File: src/rtl/online_div_residue_sequencer_pkg.sv
// Shared control definitions for the online-division residue sequencer:
// FSM state encoding, quotient-digit encoding and counter sizing.
package div_ctrl_pkg;

    typedef enum logic [1:0] {
        IDLE = 2'b00,
        STEP = 2'b01,
        EVAL = 2'b10,
        DONE = 2'b11
    } state_e;

    // {plus, minus} encoding of a single signed quotient digit
    localparam logic [1:0] DIGIT_POS = 2'b10;
    localparam logic [1:0] DIGIT_NEG = 2'b01;

    function automatic int cnt_width(input int iter);
        int w;
        w = $clog2(iter + 1);
        return (w < 1) ? 1 : w;
    endfunction

endpackage

File: src/rtl/online_div_residue_sequencer_adder.sv
// Three-operand signed-digit adder: plus and minus rails are summed independently,
// carries out of each rail are exposed, and compare flags a negative total.
module four_bits_parallel_adder #(
    parameter int bits = 64
) (
    input  logic [bits-1:0] a_plus,
    input  logic [bits-1:0] a_minus,
    input  logic [bits-1:0] b_plus,
    input  logic [bits-1:0] b_minus,
    input  logic [bits-1:0] c_plus,
    input  logic [bits-1:0] c_minus,
    input  logic [1:0]      cin_one,
    input  logic [1:0]      cin_two,
    output logic [bits-1:0] results_plus,
    output logic [bits-1:0] results_minus,
    output logic [1:0]      cout_one,
    output logic [1:0]      cout_two,
    output logic            compare
);

    // Two guard bits cover the worst case of three full-scale operands plus carry-in.
    logic [bits+1:0] sum_plus;
    logic [bits+1:0] sum_minus;

    assign sum_plus  = {2'b00, a_plus}  + {2'b00, b_plus}  + {2'b00, c_plus}
                     + {{bits{1'b0}}, cin_one};
    assign sum_minus = {2'b00, a_minus} + {2'b00, b_minus} + {2'b00, c_minus}
                     + {{bits{1'b0}}, cin_two};

    assign results_plus  = sum_plus[bits-1:0];
    assign results_minus = sum_minus[bits-1:0];
    assign cout_one      = sum_plus[bits+1:bits];
    assign cout_two      = sum_minus[bits+1:bits];
    assign compare       = (sum_plus < sum_minus);

endmodule

File: src/rtl/online_div_residue_sequencer.sv
// Online-division residue sequencer: accepts one operand pair per iteration,
// folds it into the shifted residue and emits one signed quotient digit.
module online_div_residue_sequencer
    import div_ctrl_pkg::*;
#(
    parameter int BITS = 64,
    parameter int ITER = 32
) (
    input  logic            clk,
    input  logic            reset,
    input  logic            start,
    output logic            busy,
    output logic            done,
    input  logic            in_valid,
    output logic            in_ready,
    input  logic [BITS-1:0] x_plus,
    input  logic [BITS-1:0] x_minus,
    input  logic [BITS-1:0] y_plus,
    input  logic [BITS-1:0] y_minus,
    output logic            q_valid,
    input  logic            q_ready,
    output logic            q_plus,
    output logic            q_minus,
    output logic [BITS-1:0] res_plus,
    output logic [BITS-1:0] res_minus,
    output logic            ovf
);

    localparam int              CNT_W = cnt_width(ITER);
    localparam logic [CNT_W-1:0] LAST = CNT_W'(ITER - 1);

    state_e            state_q, state_d;
    logic [BITS-1:0]   res_plus_q, res_plus_d;
    logic [BITS-1:0]   res_minus_q, res_minus_d;
    logic [BITS-1:0]   xp_q, xp_d, xm_q, xm_d, yp_q, yp_d, ym_q, ym_d;
    logic [CNT_W-1:0]  cnt_q, cnt_d;
    logic              ovf_q, ovf_d;

    logic [BITS-1:0]   sum_plus, sum_minus;
    logic [1:0]        cout_one, cout_two;
    logic              compare;

    four_bits_parallel_adder #(
        .bits (BITS)
    ) u_adder (
        .a_plus        (xp_q),
        .a_minus       (xm_q),
        .b_plus        (yp_q),
        .b_minus       (ym_q),
        .c_plus        (res_plus_q),
        .c_minus       (res_minus_q),
        .cin_one       (2'b00),
        .cin_two       (2'b00),
        .results_plus  (sum_plus),
        .results_minus (sum_minus),
        .cout_one      (cout_one),
        .cout_two      (cout_two),
        .compare       (compare)
    );

    always_ff @(posedge clk) begin
        if (reset) begin
            state_q     <= IDLE;
            res_plus_q  <= '0;
            res_minus_q <= '0;
            xp_q        <= '0;
            xm_q        <= '0;
            yp_q        <= '0;
            ym_q        <= '0;
            cnt_q       <= '0;
            ovf_q       <= 1'b0;
        end else begin
            state_q     <= state_d;
            res_plus_q  <= res_plus_d;
            res_minus_q <= res_minus_d;
            xp_q        <= xp_d;
            xm_q        <= xm_d;
            yp_q        <= yp_d;
            ym_q        <= ym_d;
            cnt_q       <= cnt_d;
            ovf_q       <= ovf_d;
        end
    end

    always_comb begin
        state_d     = state_q;
        res_plus_d  = res_plus_q;
        res_minus_d = res_minus_q;
        xp_d        = xp_q;
        xm_d        = xm_q;
        yp_d        = yp_q;
        ym_d        = ym_q;
        cnt_d       = cnt_q;
        ovf_d       = ovf_q;

        unique case (state_q)
            IDLE: begin
                if (start) begin
                    res_plus_d  = '0;
                    res_minus_d = '0;
                    cnt_d       = '0;
                    ovf_d       = 1'b0;
                    state_d     = STEP;
                end
            end
            STEP: begin
                if (in_valid) begin
                    xp_d    = x_plus;
                    xm_d    = x_minus;
                    yp_d    = y_plus;
                    ym_d    = y_minus;
                    state_d = EVAL;
                end
            end
            EVAL: begin
                if (q_ready) begin
                    // Next residue is the sum scaled by the radix; the MSB is discarded.
                    res_plus_d  = {sum_plus[BITS-2:0], 1'b0};
                    res_minus_d = {sum_minus[BITS-2:0], 1'b0};
                    ovf_d       = ovf_q | (|cout_one) | (|cout_two);
                    cnt_d       = cnt_q + CNT_W'(1);
                    state_d     = (cnt_q == LAST) ? DONE : STEP;
                end
            end
            DONE: begin
                state_d = IDLE;
            end
            default: state_d = IDLE;
        endcase
    end

    always_comb begin
        busy     = (state_q == STEP) || (state_q == EVAL);
        done     = (state_q == DONE);
        in_ready = (state_q == STEP);
        q_valid  = (state_q == EVAL);
        {q_plus, q_minus} = 2'b00;
        if (state_q == EVAL) begin
            {q_plus, q_minus} = compare ? DIGIT_NEG : DIGIT_POS;
        end
    end

    assign res_plus  = res_plus_q;
    assign res_minus = res_minus_q;
    assign ovf       = ovf_q;

endmodule

File: config.mk
export PLATFORM = sky130hd
export DESIGN_NAME = online_div_residue_sequencer
export DESIGN_NICKNAME = d
export VERILOG_FILES = /design/src/rtl/online_div_residue_sequencer_pkg.sv /design/src/rtl/online_div_residue_sequencer_adder.sv /design/src/rtl/online_div_residue_sequencer.sv
export SDC_FILE = /design/constraint.sdc
export NUM_CORES = 1
export LEC_CHECK = 0
export CORE_MARGIN = 5
export CORE_UTILIZATION = 61
export DETAILED_ROUTE_END_ITERATION = 10
export PLACE_DENSITY = 0.87
export SETUP_SLACK_MARGIN = 0.5
export SLEW_MARGIN = 10
export SYNTH_ARGS = -nofsm -noshare
export SYNTH_HDL_FRONTEND = slang
export SYNTH_SLANG_ARGS = --single-unit
File: constraint.sdc
create_clock -name clk -period 14.8 [get_ports clk]
set_input_delay 2.96 -clock clk [delete_from_list [all_inputs] [get_ports clk]]
set_output_delay 2.96 -clock clk [all_outputs]
set_load 0.01 [all_outputs]
# Yosys cells after proc, flatten, opt, wreduce, memory -nomap -nowiden
# Cells that the tools add are included.
# classes
muxes	19
n_eq_ne	7
n_bitwise	2
n_reduce_logical	8
addsub	5
n_lt_le_gt_ge	1
# op_table
cell	n
case mux 64 bit (2 select lines)	2
two-way mux 64 bit	3
adder 66 x 64 -> 66 bit	2
adder 64 x 64 -> 65 bit	2
< comparator 66 bit	1
two-way mux 6 bit	2
case mux 6 bit (2 select lines)	1
two-way mux 2 bit	5
case mux 2 bit (4 select lines)	1
adder 6 x 1 -> 6 bit (second input constant)	1
equality test 6 x 5 -> 1 bit (second input constant)	1
AND reduction 3 bit	2
equality test 2 bit (second input constant)	2
two-way mux 1 bit	4
!= test 2 bit (second input constant)	2
OR reduction 2 bit	2
equality test 2 x 1 -> 1 bit (second input constant)	1
zero test 2 bit	1
!= test 2 x 1 -> 1 bit (second input constant)	1
OR 1 bit	2
case mux 1 bit (2 select lines)	1
AND reduction 2 bit	1
nonzero test 2 bit	1
logical OR 1 bit	1
# word_totals
word_cells	51
ff_bits	393
in_bits	261

# Logic depth before layout (Yosys ltp)
# depth
ltp_word	7
ltp_mapped	37
ltp_nobuf	36

# Cells and area by module
# A second synthesis with hierarchy kept.
# unflattened
cells_unflattened	3271
area_unflattened_um2	27083.5
# modules_own_cells
module	area_per_inst_um2	seq_area_each_um2	instances	cells_per_inst
four_bits_parallel_adder	13775.7	0.0	1	1675
online_div_residue_sequencer	13307.8	7827.5	1	1596

# Worst setup path after synthesis
# No wires, ideal clock.
# synth_timing
kind	register to output
start	register yp_q[0]
end	output port q_minus
arrival_time_ns	6.703
required_time_ns	11.840
setup_slack_ns	5.137
path_stages_with_launch	36
n_path_buf	1
cell_sequence	dfxtp_1 > ha_1 > fa_1 > a21o_1 > a221oi_2 > nor3b_1 > o21ai_0 > a21oi_1 > a31o_2 > a41oi_1 > o221ai_1 > a21oi_1 > o21ai_0 > xor2_1 > ha_1 > clkbuf_1 > nand2_1 > o21ai_0 > nand2_1 > nand2_1 > a31oi_1 > a211oi_1 > or2_2 > xor2_1 > ha_1 > a21o_1 > a21o_1 > a21o_1 > a21o_1 > a21o_1 > a21o_1 > a21o_1 > a211o_1 > a21oi_1 > nor4_1 > o21ai_0
# synth_between
elab_chain_cells	5
# synth_rtl
item	line	text
from (decl)	online_div_residue_sequencer.sv:35	logic [BITS-1:0] xp_q, xp_d, xm_q, xm_d, yp_q, yp_d, ym_q, ym_d;
from (signal assigned)	online_div_residue_sequencer.sv:78	yp_q <= yp_d;
adder 64 x 64 -> 65 bit	online_div_residue_sequencer_adder.sv:25	assign sum_plus = {2'b00, a_plus} + {2'b00, b_plus} + {2'b00, c_plus}
adder 66 x 64 -> 66 bit	online_div_residue_sequencer_adder.sv:25	
< comparator 66 bit	online_div_residue_sequencer_adder.sv:34	assign compare = (sum_plus < sum_minus);
two-way mux 2 bit	online_div_residue_sequencer.sv:139	{q_plus, q_minus} = compare ? DIGIT_NEG : DIGIT_POS;
two-way mux 1 bit	online_div_residue_sequencer.sv:138	if (state_q == EVAL) begin
to (decl)	online_div_residue_sequencer.sv:23	output logic q_minus,
# Every way passes these cells.

# Worst setup path in the final report
# Same ends and word-level chain as after synthesis.

==> flow_summary.yaml <==
synthesis:
  synth_area_mm2: 0.0294
  postSynthCellCount: 3886
  ys_seq_area_share_pct: 26.6
  async_reset_ff_share_pct: 0
  syn_avg_cell_area_um2: 7.56
  yosys_register_bits: 391
  synth.distinct_cells: 98
  synth_edf_count: 0
  yosysWarnings: 0
  synthFlopType: "dfxtp_1"
global_route:
  antenna_found_initial: 0
  grt_pass1_vias: 26914
  grt_max_degree: 105
  grt_overflow: 0
  grt_pass1_wl_um: 139000
  globalRouteTotalUtil_pct: 31.1
critical_path:
  rr_endpoint: "ovf$_SDFFE_PP0P_"
  critical_path_class: "reg -> out"
  ff2ff_path_depth: 24
  arrival_ps: 8710
  cp_slowest_cell: "clkdlybuf4s50_1"
  critPathMaxFanout: 8
  worstPathRequired_ps: 11840
  rr_startpoint: "yp_q[0]$_SDFFE_PP0P_"
  cp-end-kind: "primary output"
  crit_path_frequent_cell: "a21o_1"
  cpPeakStageDelay_ps: 560
  crit_path_start_kind: "flop"
  r2r_setup_slack_ps: 8410
sta:
  max_slew_margin_pct: 31.1
  setup_ws_ps: 3130
  max_clock_freq_mhz: 85.7
  setup_tns_ps: 0
  max_slew.worst_pin.slew_ps: 1030
  finalSetupViolCount: 0
  hold_viol_final: 0
  period_needed_ps: 11670
  fin_crit_sh_pct: 78.9
  slew_viol_final: 0
  clock_skew_ps: 16.0
  grt_setup_unrepaired: "no"
cts:
  cts_made_buffers: 44
  cts_num_sinks: 391
  cts.repair.resized: 0
  root_buffer: "clkbuf_16"
  cts_hold_buf: 0
  cts_buffer_depth: 3
  post_cts_buffers: 0
  tritoncts: "done"
  cts_max_level: 2
  insertion_delay_ps: 570
  clkTransAtPathRegs_ps: 60
worst_hold_path:
  hold_depth: 2
  worstHoldStart: "ym_q[32]$_SDFFE_PP0P_"
  hold_end: "ym_q[32]$_SDFFE_PP0P_"
  hold_path_class: "reg -> reg"
placed_design:
  place.port_buffers: 393
  pre_cts_ws_ps: 3850
  gp_congestion: 0.977
  dpl.hpwl_um: 67200
  placed_area_mm2: 0.0333
cells_and_area:
  syn_to_final_growth_pct: 18.3
  final_common_cell: "nand2_1"
  fillers: 3847
  layout_common_cells: "nand2_1 (714), a21oi_1 (566), clkdlybuf4s50_1 (392), dfxtp_1 (391), ha_1 (328)"
  finalNetCount: 4714
  fin_area_mm2: 0.0348
  antennaDiodeCount: 0
  drive_gt1_share_pct: 3.83
detailed_routing:
  vias: 29123
  antenna_left: 0
  drc: 0
  wl_per_cell_um: 18.4
  drt_first_iter_violations: 2684
  wl_um: 87500
  drtPass1Iterations: 6
  vias_per_cell: 6.11
floorplan:
  start_util_pct: 61.5
  ios: 396
  core_area_mm2: 0.0477
  dieWidth_um: 229
  die-area_mm2: 0.0527
  die_h_um: 229
  rows: 80
power_and_ir_drop:
  total_power_mw: 3.76
  p_per_area_mw_per_mm2: 108
  p_leak_nw: 15.3
  ir_drop_uv: 93.0
flow_run:
  maxCapViolations: 0
status:
  status: "finished, final reports clean"
-- kinds of logic after synthesis --
kind of cell	Yosys count	synth area share, %
buf+inv	286	3.95
fa+ha+maj	332	14.2
compound gates	1315	28.3
simple gates	1321	19.7
other cells	1	0.0128
mux	1	0.0341
xor+xnor	239	7.17
flops	391	26.6
-- where the power goes --
part	switching, mW	internal, mW
Clock	0.463	0.649
Combinational	0.903	0.542
Sequential	0.0585	1.14
Total	1.42	2.33
-- state kept, by name, summed over array words and instances (netlist names) --
signal     count
state_q        2
ym_q          64
xp_q          64
xm_q          64
res_minus     63
cnt_q          6
ovf            1
yp_q          64
res_plus      63
-- critical path: cells and delay by family (launching register included) --
family	cells	cell delay, ps
xor gates and xnor gates	2	390
and+or+nand+nor	6	670
adders and majority gates	4	1370
AOI/OAI and AO/OA	22	4810
DFF	1	310
buffers and inverters	1	560
-- area by class of cell --
type	instances	area [um^2]	share of cell area (%)
tap	615	769	2.21
clock buffer	60	1290	3.72
multi-input combinational	3210	20400	58.7
timing repair buffer	405	4030	11.6
clock inverter	18	181	0.522
sequential	391	7830	22.5
inverter	69	259	0.745
-- per-stage QoR --
| step | util (%) | hold WS, ps | std cells |
|---|---|---|---|
| 2_1_floorplan | - | 440 | 3887 |
| 3_3_place_gp | 69.7 | 447 | 4690 |
| 3_5_place_dp | 69.7 | 451 | 4690 |
| 4_1_cts | 72.8 | 459 | 4768 |
| 5_1_grt | 72.8 | 473 | 4768 |
| 6_report | 72.8 | 458 | 4768 |
-- synth_stat cells, drive strengths merged, types with 8 or more instances --
cell type  count  area (um^2)
nand2        715         2680
a21oi        570         2870
dfxtp        391         7830
ha           328         4100
nor2         275         1030
a21o         200         1500
clkbuf       194          754
o21ai        189          965
xnor2        132         1170
xor2         107          937
nand4         74          463
inv           69          259
a22oi         52          390
o21bai        51          394
nand3         48          240
a31oi         38          259
and3          38          239
nor2b         34          213
nand2b        32          200
o21a          31          240
a211oi        28          225
nor3          28          140
buf           21          129
o211ai        20          155
and2          18          113
a22o          15          131
or2           15         93.8
o31ai         14          129
and4          11         97.6
a31o          10         87.6
a41oi         10          114
a221oi         9         97.6
or3            9         61.3
a211o          8         71.3
nor4           8         50.1
-- per-layer routing --
metal	GRT usage, %	wire length, um	up-vias
met5	0	0	-
met4	10.3	2910	0
li1	-	-	14328
met3	5.02	6300	148
met1	44.3	40400	13554
met2	48.2	37900	1093
-- worst max path at each step --
| stage | startpoint | cells after the start | endpoint | slack, ps |
|---|---|---|---|---|
| after detailed placement | yp_q[0]$_SDFFE_PP0P_ | 35 | q_minus | 3850 |
| after CTS | yp_q[0]$_SDFFE_PP0P_ | 35 | q_minus | 3140 |
| after floorplan | yp_q[0]$_SDFFE_PP0P_ | 35 | q_minus | 5140 |
| final | yp_q[0]$_SDFFE_PP0P_ | 35 | q_minus | 3130 |
| after global placement | yp_q[0]$_SDFFE_PP0P_ | 35 | q_minus | 4090 |
| after global routing | yp_q[0]$_SDFFE_PP0P_ | 37 | q_minus | 2220 |
(Power assumes the default switching activity.)
